## src/rtl/saph_fpu_arb.sv

```systemverilog
// Round-robin arbiter letting NREQ requesters share one fixed-latency FPU, with result steering.
// Optional build macro SAPH_FPU_ARB_STATS_EN adds issue/stall counters.
module saph_fpu_arb #(
    parameter int NREQ    = 4,
    parameter int LATENCY = 3,
    parameter int WIDTH   = 32,
    parameter int MODE_W  = 4
) (
    input  logic                     clk,
    input  logic                     rst_n,
    input  logic [NREQ-1:0]          req_trig,
    input  logic [NREQ*WIDTH-1:0]    req_lhs,
    input  logic [NREQ*WIDTH-1:0]    req_rhs,
    input  logic [NREQ*MODE_W-1:0]   req_mode,
    output logic [NREQ-1:0]          req_grant,
    output logic [NREQ-1:0]          res_valid,
    output logic [WIDTH-1:0]         res_data,
    output logic                     fpu_trig,
    output logic [WIDTH-1:0]         fpu_lhs,
    output logic [WIDTH-1:0]         fpu_rhs,
    output logic [MODE_W-1:0]        fpu_mode,
    input  logic                     fpu_ready,
    input  logic [WIDTH-1:0]         fpu_res,
    output logic                     busy
`ifdef SAPH_FPU_ARB_STATS_EN
    ,
    output logic [31:0]              stat_issued,
    output logic [31:0]              stat_stall
`endif
);

    localparam int IDX_W = (NREQ > 1) ? $clog2(NREQ) : 1;

    logic [IDX_W-1:0] rr_ptr;
    logic [IDX_W-1:0] grant_idx;
    logic [IDX_W:0]   cand;
    logic             grant_found;
    logic             issue;

    logic [LATENCY-1:0] tag_vld;
    logic [IDX_W-1:0]   tag_idx [LATENCY];

    // Arbitration: first active requester at or after rr_ptr, wrapping.
    always_comb begin
        grant_found = 1'b0;
        grant_idx   = '0;
        cand        = '0;
        for (int k = 0; k < NREQ; k++) begin
            cand = {1'b0, rr_ptr} + (IDX_W+1)'(k);
            if (cand >= (IDX_W+1)'(NREQ)) begin
                cand = cand - (IDX_W+1)'(NREQ);
            end
            if (!grant_found && req_trig[cand[IDX_W-1:0]]) begin
                grant_found = 1'b1;
                grant_idx   = cand[IDX_W-1:0];
            end
        end
    end

    // Reset is folded in so no grant escapes while the block is held in reset.
    assign issue    = grant_found && fpu_ready && rst_n;
    assign fpu_trig = issue;

    always_comb begin
        req_grant = '0;
        fpu_lhs   = '0;
        fpu_rhs   = '0;
        fpu_mode  = '0;
        if (issue) begin
            req_grant[grant_idx] = 1'b1;
        end
        for (int i = 0; i < NREQ; i++) begin
            if (grant_idx == IDX_W'(i)) begin
                fpu_lhs  = req_lhs[i*WIDTH +: WIDTH];
                fpu_rhs  = req_rhs[i*WIDTH +: WIDTH];
                fpu_mode = req_mode[i*MODE_W +: MODE_W];
            end
        end
    end

    always_ff @(posedge clk or negedge rst_n) begin
        if (!rst_n) begin
            rr_ptr <= '0;
        end else if (issue) begin
            rr_ptr <= (grant_idx == IDX_W'(NREQ-1)) ? '0 : grant_idx + 1'b1;
        end
    end

    // Issue -> retire: tag pipeline tracks who owns each in-flight result.
    always_ff @(posedge clk or negedge rst_n) begin
        if (!rst_n) begin
            tag_vld <= '0;
        end else begin
            tag_vld[0] <= issue;
            for (int s = 1; s < LATENCY; s++) begin
                tag_vld[s] <= tag_vld[s-1];
            end
        end
    end

    always_ff @(posedge clk) begin
        tag_idx[0] <= grant_idx;
        for (int s = 1; s < LATENCY; s++) begin
            tag_idx[s] <= tag_idx[s-1];
        end
    end

    // Retire stage: steer the shared FPU result to its owner.
    always_comb begin
        res_valid = '0;
        if (tag_vld[LATENCY-1]) begin
            res_valid[tag_idx[LATENCY-1]] = 1'b1;
        end
    end

    assign res_data = fpu_res;
    assign busy     = |tag_vld;

`ifdef SAPH_FPU_ARB_STATS_EN
    always_ff @(posedge clk or negedge rst_n) begin
        if (!rst_n) begin
            stat_issued <= '0;
            stat_stall  <= '0;
        end else begin
            if (issue) begin
                stat_issued <= stat_issued + 32'd1;
            end
            if (|req_trig && !issue) begin
                stat_stall <= stat_stall + 32'd1;
            end
        end
    end
`endif

endmodule
```

## config.mk

```make
export PLATFORM = sky130hd
export DESIGN_NAME = saph_fpu_arb
export DESIGN_NICKNAME = d
export VERILOG_FILES = /design/src/rtl/saph_fpu_arb.sv
export SDC_FILE = /design/constraint.sdc
export NUM_CORES = 1
export LEC_CHECK = 0
export ABC_AREA = 0
export CORE_AREA = 2 2 162 164
export DETAILED_ROUTE_END_ITERATION = 7
export DIE_AREA = 0 0 164 166
export HOLD_SLACK_MARGIN = 0.02
export PLACE_DENSITY = 0.56
export SETUP_SLACK_MARGIN = 0.15
export SLEW_MARGIN = 0
export SYNTH_ARGS = -nofsm -noshare
export SYNTH_HDL_FRONTEND = slang
export SYNTH_SLANG_ARGS = --single-unit
```

## constraint.sdc

```tcl
create_clock -name clk -period 5.5 [get_ports clk]
set_clock_uncertainty 0.05 [all_clocks]
set_input_delay 0.55 -clock clk [delete_from_list [all_inputs] [get_ports clk]]
set_output_delay 0.55 -clock clk [all_outputs]
set_load 0.01 [all_outputs]
```

==> out/summary.txt <==
status -> complete, no violations
pin count of the biggest net entering global routing -> 66
routed vias -> 4279
WP data arrival -> 3800 ps
Post-Route WL -> 16.3 mm
post-route clock period utilization -> 80.0%
Finish-stage setup viols -> 0
Mapped Nets -> 713
XOR/XNOR share of the synthesized area -> 0%
CTS tree -> built
hpwl dp -> 13.4 mm
ANT nets after route -> 0
clock tree buffer depth -> 2
Compound-Gate Fraction of Synth Area -> 42.8%
mux share of post-synthesis cell area -> 0.549%
Max Cap Viol -> 0
P&R area growth vs syn -> 140%
IO Count -> 421
Adder-Cell Fraction of Synth Area -> 1.83%
Fin. Hold Viols -> 0
relative slew slack -> 46.0%
CTS sink cnt -> 11
Placer Congestion -> 0.824
clock slew at reported path FFs -> 40 ps
cell area after synthesis -> 2730 sq um
DP Area -> 6480 sq um
HP Start -> tag_idx[0][3]
layout cell share with drive strength beyond 1 -> 4.45%
total CTS buffers -> 3
nets@finish -> 1012
Post-CTS Setup Inserts -> 0
initial antenna violation count -> 0
CTS Hold Bufs -> 0
Leak -> 2.23 nW
hold depth -> 0
net switching fraction of the power -> 42.0%
clk root buf -> clkbuf_16
post-DR wirelength/cell -> 15.8 microns
post-synth cell types -> 34
setup TNS -> 0 ps
DRT Pass-1 Iters -> 4
PostCTS Resize Cnt -> 0
via count of the first global-routing pass -> 4355
CTS H-Tree Depth -> 1
max frequency -> 227 MHz
Die Width -> 164 microns
CP Launch Type -> input port
Die Area -> 27200 sq um
Flop pwr share -> 5.3%
Slew @ Worst Pin -> 810 ps
launching point of the worst reg2reg path -> rr_ptr[1]
fin. max-slew vios -> 0
RSZ-0062 raised after global routing -> false
Ys Warns -> 0
synthesis-stage register bit count -> 11
Syn Area/Cell -> 6.87 sq um
peak supply drop -> 152 uV
Core ar. -> 25600 sq um
PortBufs -> 356
Mapped Cells -> 398
DR vias/cell -> 4.15
power consumption -> 2.25 mW
pre-CTS setup slack -> 1120 ps
Diodes inserted -> 0
die height -> 166 microns
Internal Pwr Total -> 1.30 mW
Initial Utilization -> 10.7%
Iter 0 DRT Violations -> 161
GRT Util Overall -> 11.0%
reg-to-reg critical path endpoint -> rr_ptr[1]
Crit Path Class -> in2out
Final Cell Area -> 6560 sq um
Worst-Skew Late Latency -> 230 ps
Switch Pwr -> 0.946 mW
DRC Markers -> 0
combinational share of power -> 89.0%
Reg2Reg Setup Slack -> 3680 ps
row count -> 59
main combinational cell family by area after synthesis -> compound AO/OA/AOI/OAI gates
fin crit period -> 4400 ps
Worst Hold Class -> reg2reg
Pwr Density -> 343 nW/um^2
reg2reg path depth -> 5
CP Max Fanout -> 23
post-synthesis sequential area ratio -> 8.97%
crit path capture type -> output port
clock power share -> 5.7%
Remaining Overflow, GRT -> 0
simple-gate share of the synthesized area -> 30.1%
Worst Hold End -> tag_idx[0][5]
first-pass GRT wire length -> 23.9 mm
Setup WS post-layout -> 1100 ps
CP required -> 4900 ps
## synth_stat cells (all sizes together)
master | number | area (sq um)
a21boi | 1 | 7.51
a21o | 1 | 8.76
a21oi | 3 | 15.0
a221oi | 67 | 587
a22o | 1 | 8.76
a41oi | 1 | 8.76
and2 | 2 | 15.0
and2b | 1 | 8.76
and3 | 6 | 42.5
and3b | 1 | 8.76
buf | 40 | 284
clkbuf | 37 | 139
dfrtp | 5 | 125
dfxtp | 6 | 120
ha | 4 | 50.1
inv | 2 | 7.51
mux2 | 1 | 15.0
nand2 | 69 | 259
nand3 | 1 | 5.00
nor2 | 3 | 11.3
nor2b | 71 | 447
nor3b | 1 | 7.51
o21ai | 2 | 10.0
o21bai | 1 | 7.51
o22a | 1 | 8.76
o22ai | 1 | 6.26
o31ai | 67 | 503
or3 | 1 | 6.26
or4 | 1 | 11.3
## through the flow
step	hold WS [ps]	utilization, %	instances
finish	271	25.6	1031
global route	277	25.6	1031
CTS	272	25.6	1031
detailed placement	262	25.3	1027
global placement	264	25.3	1027
floorplan	204	-	398
## sequential cells by signal, indices dropped and copies added, names as in the netlist
name,cells
rr_ptr,2
tag_idx,6
tag_vld,3
## cells in the final DEF (no fill, tap or decap), types with 2 or more instances in the layout
cell type and instances:
a221oi_1 67, buf_4 12, buf_12 3, and3_2 4, ha_4 2, dfrtp_1 5
nor2b_1 70, nor2_1 3, nand2_1 69, clkbuf_16 3, a21oi_1 3, and3_1 2
o21ai_0 2, o31ai_1 67, inv_1 2, dfxtp_1 6, clkdlybuf4s50_1 356
## cell families (layout without fill, tap and decap cells)
| group | count (synthesis) | in the layout |
|---|---|---|
| DFF | 11 | 11 |
| buffers and inverters | 79 | 377 |
| muxes | 1 | 1 |
| AOI/OAI and AO/OA | 146 | 146 |
| adders and majority gates | 4 | 4 |
| and+or+nand+nor | 157 | 157 |
## critical path: stages
cell and delay, ps:
clkdlybuf4s50_1 540, and2b_2 230, o21bai_1 190, and3_1 290, ha_2 430, buf_4 360
a221oi_1 140, o31ai_1 410, clkdlybuf4s50_1 620
## how the worst max path moves through the flow
stage / start / to / slack [ps] / depth (start not counted)
after floorplan: req_trig[0] / fpu_lhs[0] / 2550 / 10
after global placement: req_trig[1] / fpu_lhs[11] / 1160 / 9
after detailed placement: req_trig[1] / fpu_lhs[11] / 1120 / 9
after CTS: req_trig[1] / fpu_lhs[11] / 1100 / 9
after global routing: req_trig[1] / fpu_lhs[11] / 940 / 9
final: req_trig[1] / fpu_lhs[11] / 1100 / 9
## power by group through the flow
| stage | logic, mW | registers (mW) | clock network, mW |
|---|---|---|---|
| 6_report | 2.00 | 0.120 | 0.128 |
| 5_1_grt | 2.17 | 0.124 | 0.140 |
| 4_1_cts | 2.03 | 0.120 | 0.132 |
| 3_5_place_dp | 2.02 | 0.121 | 0 |
| 3_3_place_gp | 2.03 | 0.120 | 0 |
| 2_1_floorplan | 0.973 | 0.116 | 0 |
## per-layer routing
layer  GRT usage, %  up-vias  share of wire (%)
li1               -     2080                  -
met1           11.9     1954                 38
met2           20.9      229                 52
met3           2.92       16                8.7
met4           2.36        0                1.8
met5              0        -                  0
## final cells by class
cell class                 instances  area (sq um)
fill                            2829         19100
multi-input combinational        308          2090
sequential                        11           245
inverter                           2          7.51
tap                              335           419
timing repair buffer             371          3710
clock buffer                       4          78.8
(Power assumes the default switching activity.)
